File: src/rtl/serial_sub.sv
// serial_sub: bit-serial two's-complement subtractor, diff = a - b.
// One bit per clock, LSB first, with a single borrow flop replacing the
// ripple chain. Handshake to the control unit is start / busy / done.
//
// Handshake (one rule for the whole block):
//   start is sampled on a rising edge only while the FSM is in IDLE or DONE.
//   That edge latches a and b, and busy goes high for exactly WIDTH cycles.
//   The edge after the last bit raises done for one cycle, with busy low.
//   diff / borrow / overflow are holding registers. They change only when
//   the FSM enters DONE, so the previous result stays readable during RUN.
module serial_sub #(
  parameter int WIDTH = 16
) (
  input  logic             clk,
  input  logic             reset,
  input  logic             start,
  input  logic [WIDTH-1:0] a,
  input  logic [WIDTH-1:0] b,
  output logic             busy,
  output logic             done,
  output logic [WIDTH-1:0] diff,
  output logic             borrow,
  output logic             overflow
);

  localparam int CW = $clog2(WIDTH);
  localparam logic [CW-1:0] LAST_BIT = CW'(WIDTH - 1);

  typedef enum logic [1:0] {
    IDLE = 2'd0,
    RUN  = 2'd1,
    DONE = 2'd2
  } state_t;

  state_t           state;
  logic [WIDTH-1:0] a_sh;      // minuend, shifted right one bit per RUN cycle
  logic [WIDTH-1:0] b_sh;      // subtrahend, shifted alongside a_sh
  logic [WIDTH-1:0] res_sh;    // result bits enter at the MSB, LSB first
  logic             br;        // borrow carried into the current bit
  logic [CW-1:0]    cnt;       // index of the bit being processed
  logic             sign_a;    // operand sign bits kept for the overflow rule
  logic             sign_b;

  logic             bit_a;
  logic             bit_b;
  logic             bit_d;
  logic             br_next;
  logic [WIDTH-1:0] res_next;

  // Full-subtractor cell for the current bit pair.
  always_comb begin
    bit_a    = a_sh[0];
    bit_b    = b_sh[0];
    bit_d    = bit_a ^ bit_b ^ br;
    br_next  = (~bit_a & bit_b) | (~(bit_a ^ bit_b) & br);
    res_next = {bit_d, res_sh[WIDTH-1:1]};
  end

  // Control FSM, datapath shift registers and registered result outputs.
  always_ff @(posedge clk or posedge reset) begin
    if (reset) begin
      state    <= IDLE;
      a_sh     <= '0;
      b_sh     <= '0;
      res_sh   <= '0;
      br       <= 1'b0;
      cnt      <= '0;
      sign_a   <= 1'b0;
      sign_b   <= 1'b0;
      busy     <= 1'b0;
      done     <= 1'b0;
      diff     <= '0;
      borrow   <= 1'b0;
      overflow <= 1'b0;
    end else begin
      case (state)
        IDLE: begin
          busy <= 1'b0;
          done <= 1'b0;
          if (start) begin
            a_sh   <= a;
            b_sh   <= b;
            res_sh <= '0;
            br     <= 1'b0;
            cnt    <= '0;
            sign_a <= a[WIDTH-1];
            sign_b <= b[WIDTH-1];
            busy   <= 1'b1;
            state  <= RUN;
          end
        end

        RUN: begin
          // start and the a/b pins are deliberately not looked at here.
          a_sh   <= a_sh >> 1;
          b_sh   <= b_sh >> 1;
          res_sh <= res_next;
          br     <= br_next;
          cnt    <= cnt + CW'(1);
          if (cnt == LAST_BIT) begin
            // Last bit: publish the result in the same edge that enters DONE.
            cnt      <= '0;
            diff     <= res_next;
            borrow   <= br_next;
            overflow <= (sign_a ^ sign_b) & (sign_a ^ bit_d);
            busy     <= 1'b0;
            done     <= 1'b1;
            state    <= DONE;
          end
        end

        DONE: begin
          done <= 1'b0;
          if (start) begin
            // Back-to-back: accept the next operation straight from DONE.
            a_sh   <= a;
            b_sh   <= b;
            res_sh <= '0;
            br     <= 1'b0;
            cnt    <= '0;
            sign_a <= a[WIDTH-1];
            sign_b <= b[WIDTH-1];
            busy   <= 1'b1;
            state  <= RUN;
          end else begin
            busy  <= 1'b0;
            state <= IDLE;
          end
        end

        default: begin
          busy  <= 1'b0;
          done  <= 1'b0;
          state <= IDLE;
        end
      endcase
    end
  end

endmodule

File: config.mk
export PLATFORM = sky130hd
export DESIGN_NAME = serial_sub
export DESIGN_NICKNAME = d
export VERILOG_FILES = /design/src/rtl/serial_sub.sv
export SDC_FILE = /design/constraint.sdc
export NUM_CORES = 1
export LEC_CHECK = 0
export CAP_MARGIN = 15
export CORE_MARGIN = 3
export CORE_UTILIZATION = 30
export CTS_BUF_LIST = sky130_fd_sc_hd__clkbuf_8
export DETAILED_ROUTE_END_ITERATION = 6
export PLACE_DENSITY = 0.61
export SYNTH_ARGS = -nofsm -noshare
export SYNTH_HDL_FRONTEND = slang
export SYNTH_SLANG_ARGS = --single-unit
File: constraint.sdc
create_clock -name clk -period 7.6 [get_ports clk]
set_input_delay 1.52 -clock clk [delete_from_list [all_inputs] [get_ports clk]]
set_output_delay 1.52 -clock clk [all_outputs]
set_load 0.02 [all_outputs]
==> metrics.md, run 1 <==
| Metric | Value |
|---|---|
| Ys Warns | 0 |
| Total grt overflow | 0 |
| Filler cell count | 1019 |
| I/O pin count | 55 |
| Site Rows | 37 |
| CTS tree | yes |
| Vias in the first global route | 2282 |
| Total GRT Usage | 11.4% |
| Placed cell area | 3890 µm² |
| Post-layout util | 38.6% |
| Mapped Area | 3290 µm² |
| Synth cell types | 30 |
| # diodes | 0 |
| Post-CTS setup repair buffer count | 0 |
| CTS resizes | 0 |
| Yosys top cell area share | 57.8% |
| First-pass GRT wire length | 11500 µm |
| Worst reg-to-reg path cell count | 4 |
| Flops & latches, synth | 76 |
| Synth Area in Adders | 0.989% |
| CP Max Fanout | 49 |
| Syn Nets | 298 |
| Yosys top cell by area | dfrtp_1 |
| CP Class | primary input to register |
| Via/cell ratio | 4.89 |
| Endpoint with the worst hold slack | br |
| Multi-input logic area | 1230 µm² |
| CP startpoint kind | primary input |
| Slew Viols, Final | 0 |
| Area Overhead vs Synth | 23.3% |
| Clock Latency Late Sink | 330 ps |
| Synth Area in Compound Gates | 10.8% |
| Mapped Cells | 261 |
| Proportion of layout cells with a drive suffix above 1 | 12.8% |
| Worst hold path cell count | 1 |
| # port buffers | 54 |
| Largest net degree at the start of global routing | 77 |
| Core ar. | 10500 µm² |
| Die Wd | 111 µm |
| Synth Flop Type | dfrtp_1 |
| Critical Path Start | start |
| Root Driver | clkbuf_8 |
| Final min period | 3130 ps |
| Xor and xnor area share after synthesis | 0.266% |
| Die area | 12300 µm² |
| Layout Skew | 5.81 ps |
| Number of synthesized flops with an enable pin | 0 |
| DRC | 0 |
| Sequential cell area fraction in the yosys report | 57.8% |
| Path type of the worst min-delay path | register to register |
| Unrepaired setup endpoints after global routing | false |
| Worst vdd ir | 0.179 mV |
| Total power | 1.65 mW |
| Final WL | 6730 µm |
| Initial antenna violation count | 0 |
| Avg Cell Area, Syn | 12.6 µm² |
| Design Area, Final | 4060 µm² |
| CP peak stage delay | 850 ps |
| Final net count | 346 |
| WL/cell | 15.0 µm |
| Fmax | 319 MHz |
| Most frequent cells in the layout | dfrtp_1, clkdlybuf4s50_1, nand3_1, mux2i_1, o21ai_0 |
| Sink Count | 76 |
| Max Cap Viol | 0 |
| Commonest non-fill, non-tap cell in the layout | dfrtp_1 |
| Final hold violations | 0 |
| Largest family of logic cells by synthesized area | multiplexers |
| Final setup violation count | 0 |
| Arrival time at the worst endpoint | 3300 ps |
| Status | finished, final reports clean |
| Final GP Congestion | 0.692 |
| Top cells by area, synth | dfrtp_1, mux2i_1, nand3_1 |
| Clock tree buffer depth | 2 |
| Die height | 111 µm |
| Worst path slowest cell | nor2_4 |
| Hold wc startpoint | br |
| Register area | 1900 µm² |
| Reg2reg end | diff[8] |
| Post-CTS Hold Buffers | 0 |
| Slew Limit Headroom | 30.3% |
| Worst EP required | 7770 ps |
| First DRT Iteration DRCs | 94 |
| Period utilisation layout | 41.2% |
| Mux share of post-synthesis cell area | 16.3% |
| RR Startpoint | state[0] |
| Critical Path Sink Type | register |
| Drt first pass iters | 4 |
| ANT nets after route | 0 |
| Synth Area in Simple Gates | 9.21% |
| H-tree Lvls | 3 |
| Starting Density | 31.3% |
| Pleak | 1.88 nW |
| Setup_tns | 0 ps |
| DR vias | 2197 |
| Post-DP HPWL | 4210 µm |
| Worst-path clk slew | 70 ps |
| R2R Setup Slk | 4570 ps |
| Power Dens Cells | 406 nW/µm² |
| Least-Margin Pin Slew | 1040 ps |
| CTS Buf Count | 9 |
| Crit-path cells | clkdlybuf4s50_1, nor2b_2, nor2_4, o21ai_0 |
| Fraction of registers with async set/reset | 100% |
Yosys cell counts, types with 2 or more instances:
library cell,n
a22o_1,17
buf_2,9
buf_4,2
buf_6,4
clkbuf_1,2
clkbuf_2,2
dfrtp_1,76
inv_1,4
mux2_2,8
mux2_4,9
mux2i_1,31
nand2_1,10
nand2b_1,3
nand3_1,35
o21ai_0,25
o21ai_1,9
o2bb2ai_1,2
routing by layer:
metal  GRT usage [%]  vias to the layer above  share of wire (%)
li1                -                     1036                  -
met1            16.6                     1103                 49
met2            16.4                       48                 45
met3            2.89                       10                4.5
met4            4.19                        0                1.4
met5               0                        -                  0
kinds of logic (layout without fill, tap and decap cells):
family | Yosys count | in the layout
DFF | 76 | 76
and+or+nand+nor | 54 | 54
adders and majority gates | 2 | 2
muxes | 48 | 48
xor gates and xnor gates | 1 | 1
buffers and inverters | 24 | 76
AOI/OAI and AO/OA | 56 | 56
registers in the layout, summed over array words and instances (netlist names):
register	count
state	2
a_sh	16
res_sh	15
overflow	1
br	1
busy	1
borrow	1
cnt	4
sign_a	1
diff	16
b_sh	16
sign_b	1
done	1
report_power, final:
| group | internal, mW | total, mW | leakage [nW] | switching, mW |
|---|---|---|---|---|
| Clock | 0.131 | 0.267 | 0.0976 | 0.136 |
| Sequential | 0.586 | 0.735 | 0.966 | 0.149 |
| Combinational | 0.324 | 0.645 | 0.811 | 0.320 |
| Total | 1.04 | 1.65 | 1.88 | 0.605 |
worst max path at each step:
stage	end
5_1_grt	b_sh[13]
2_1_floorplan	a_sh[0]
3_3_place_gp	b_sh[3]
3_5_place_dp	b_sh[11]
6_report	b_sh[11]
4_1_cts	b_sh[11]
critical path, delay by kind of cell:
kind,cells,cell delay (ps)
compound gates,1,250
buf+inv,1,450
simple gates,2,1060
cell type report:
type	count	area share [%]
flip-flops and latches	76	46.9
multi-input cells	161	30.4
repair buffers	57	13.9
well taps	136	4.19
clock buffers	11	3.73
clock inverters	4	0.432
inverters	4	0.401
per-stage QoR:
step	hold slack, ps	instances	worst slack (ps)
floorplan	456	261	4140
global placement	474	434	4150
detailed placement	476	434	4070
CTS	498	449	4440
global route	510	449	4250
finish	493	449	4470
(Power assumes the default switching activity.)
==> run 2, diff against run 1 <==
--- a/config.mk
+++ b/config.mk
@@ -10,7 +10,7 @@
 export CORE_UTILIZATION = 30
 export CTS_BUF_LIST = sky130_fd_sc_hd__clkbuf_8
 export DETAILED_ROUTE_END_ITERATION = 6
-export PLACE_DENSITY = 0.61
+export PLACE_DENSITY = 0.63
 export SYNTH_ARGS = -nofsm -noshare
 export SYNTH_HDL_FRONTEND = slang
 export SYNTH_SLANG_ARGS = --single-unit
==> constraint.sdc (replaced) <==
create_clock -name clk -period 2.6 [get_ports clk]
set_input_delay 0.52 -clock clk [delete_from_list [all_inputs] [get_ports clk]]
set_output_delay 0.52 -clock clk [all_outputs]
set_load 0.02 [all_outputs]
==> run 2 against run 1 <==
Effect of this change:
- critical path type is now register to primary output
- largest cell class unchanged
- wire length up 3.9%
- via count down 0.64%
- flip-flop and latch count unchanged
- sequential share of layout area shrank 1.2 points
- total power increased to 3.1 times the previous value
- clock skew barely moved
- register-to-register slack worse by 3700 ps
- sequential power rose to 2.8 times the previous value
- clock power increased to 3.7 times the previous value
- non-clock buffer count increased by 4
- first-iteration DRC count up 32%
- critical path depth is 3 lower
- highest routed layer unchanged
==> metrics.md, run 2 (synthesis results as in run 1) <==
| Metric | Value |
|---|---|
| Site Rows | 37 |
| WP depth | 1 |
| Arrival time at the worst endpoint | 1330 ps |
| Worst vdd ir | 0.398 mV |
| ANT nets after route | 0 |
| CTS Buf Count | 9 |
| Final WL | 6990 µm |
| CTS resizes | 0 |
| Multi-input logic area | 1230 µm² |
| Worst EP required | 2080 ps |
| Total placed cells including tap cells | 438 |
| Worst-path clk slew | 70 ps |
| Area Overhead vs Synth | 26.4% |
| Reg2reg end | diff[0] |
| Fmax | 540 MHz |
| Clock tree buffer depth | 2 |
| CTS tree | yes |
| CP peak stage delay | 640 ps |
| Final worst setup slack | 747 ps |
| Starting Density | 31.3% |
| Commonest non-fill, non-tap cell in the layout | dfrtp_1 |
| Setup_tns | 0 ps |
| Final setup violation count | 0 |
| Path type of the worst min-delay path | register to register |
| First-pass GRT wire length | 11900 µm |
| Final net count | 350 |
| Die Wd | 111 µm |
| Slew Viols, Final | 0 |
| Sink Count | 76 |
| Total GRT Usage | 11.8% |
| Root Driver | clkbuf_8 |
| First DRT Iteration DRCs | 124 |
| Register area | 1900 µm² |
| Post-CTS Hold Buffers | 0 |
| Critical path buffers and inverters | 1 |
| Max Cap Viol | 0 |
| Period utilisation layout | 71.3% |
| Filler cell count | 1026 |
| DRC | 0 |
| Core ar. | 10500 µm² |
| WHS | 502 ps |
| Slew Limit Headroom | 60.3% |
| CP startpoint kind | register |
| Design Area, Final | 4160 µm² |
| Post-DP HPWL | 4540 µm |
| R2R Setup Slk | 920 ps |
| Worst reg-to-reg path cell count | 4 |
| Hold wc startpoint | busy |
| # diodes | 0 |
| Unrepaired setup endpoints after global routing | false |
| I/O pin count | 55 |
| # port buffers | 54 |
| Layout Skew | 5.67 ps |
| Critical Path Sink Type | primary output |
| Final min period | 1850 ps |
| H-tree Lvls | 3 |
| Final GP Congestion | 0.713 |
| Status | finished, final reports clean |
| Least-Margin Pin Slew | 595 ps |
| Clock Latency Late Sink | 340 ps |
| CP Max Fanout | 2 |
| CP Class | register to primary output |
| Crit-path cells | clkdlybuf4s50_1 |
| Final hold violations | 0 |
| WL/cell | 15.4 µm |
| Most frequent cells in the layout | dfrtp_1, clkdlybuf4s50_1, nand3_1, mux2i_1, o21ai_0 |
| Largest net degree at the start of global routing | 42 |
| Total grt overflow | 0 |
| Drt first pass iters | 5 |
| Initial antenna violation count | 0 |
| Fin cells | 454 |
| Biggest regs | a_sh: 16 flops, b_sh: 16 flops, diff: 16 flops |
| Via/cell ratio | 4.81 |
| Worst hold path cell count | 2 |
| Vias in the first global route | 2273 |
| Endpoint with the worst hold slack | busy |
| Power Dens Cells | 1220 nW/µm² |
| Post-CTS setup repair buffer count | 0 |
| Setup WS pre-CTS | 613 ps |
| DR vias | 2183 |
| Die height | 111 µm |
| Placed cell area | 3940 µm² |
| Worst path slowest cell | clkdlybuf4s50_1 |
| RR Startpoint | cnt[0] |
| CP delay by family, top | buffers and inverters |
| Proportion of layout cells with a drive suffix above 1 | 14.5% |
| Die area | 12300 µm² |
| Pleak | 1.92 nW |
==> run 2: changes by cell type in the layout (fill, tap and decap cells not counted), sizes merged <==
cell | before | now
buf | 3 | 7
bufinv | 0 | 2
clkbuf | 11 | 10
clkinv | 3 | 4
inv | 5 | 4
==> run 2: power by group <==
part / total, mW / switching [mW] / leakage [nW] / internal (mW)
combinational: 2.03 / 1.03 / 0.838 / 0.993
sequential: 2.07 / 0.359 / 0.966 / 1.71
clock: 0.978 / 0.420 / 0.117 / 0.559
==> run 2: worst max-delay path by stage <==
| stage | endpoint | start |
|---|---|---|
| after floorplan | a_sh[0] | reset |
| after global placement | a_sh[6] | start |
| after detailed placement | b_sh[13] | start |
| after CTS | done | done |
| after global routing | done | done |
| final | done | done |
==> run 2: metal layers <==
layer / share of wire (%) / wire (µm) / track usage [%]
met1: 49 / 3430 / 17.0
met2: 45 / 3160 / 16.6
met3: 4.6 / 321 / 3.71
met4: 1.0 / 73 / 4.43
met5: 0 / 0 / 0
==> run 2: area by class of cell <==
cell class	count	share of cell area (%)
clock buffer	10	3.31
clock inverter	6	1.90
inverter	4	0.391
multi-input combinational	161	29.7
sequential	76	45.8
tap	136	4.09
timing repair buffer	61	14.9
==> run 2: through the flow <==
stage	utilization, %	total power, mW
finish	39.6	5.08
global route	39.6	5.46
CTS	39.6	5.17
detailed placement	37.5	4.17
global placement	37.5	4.09
floorplan	-	3.52
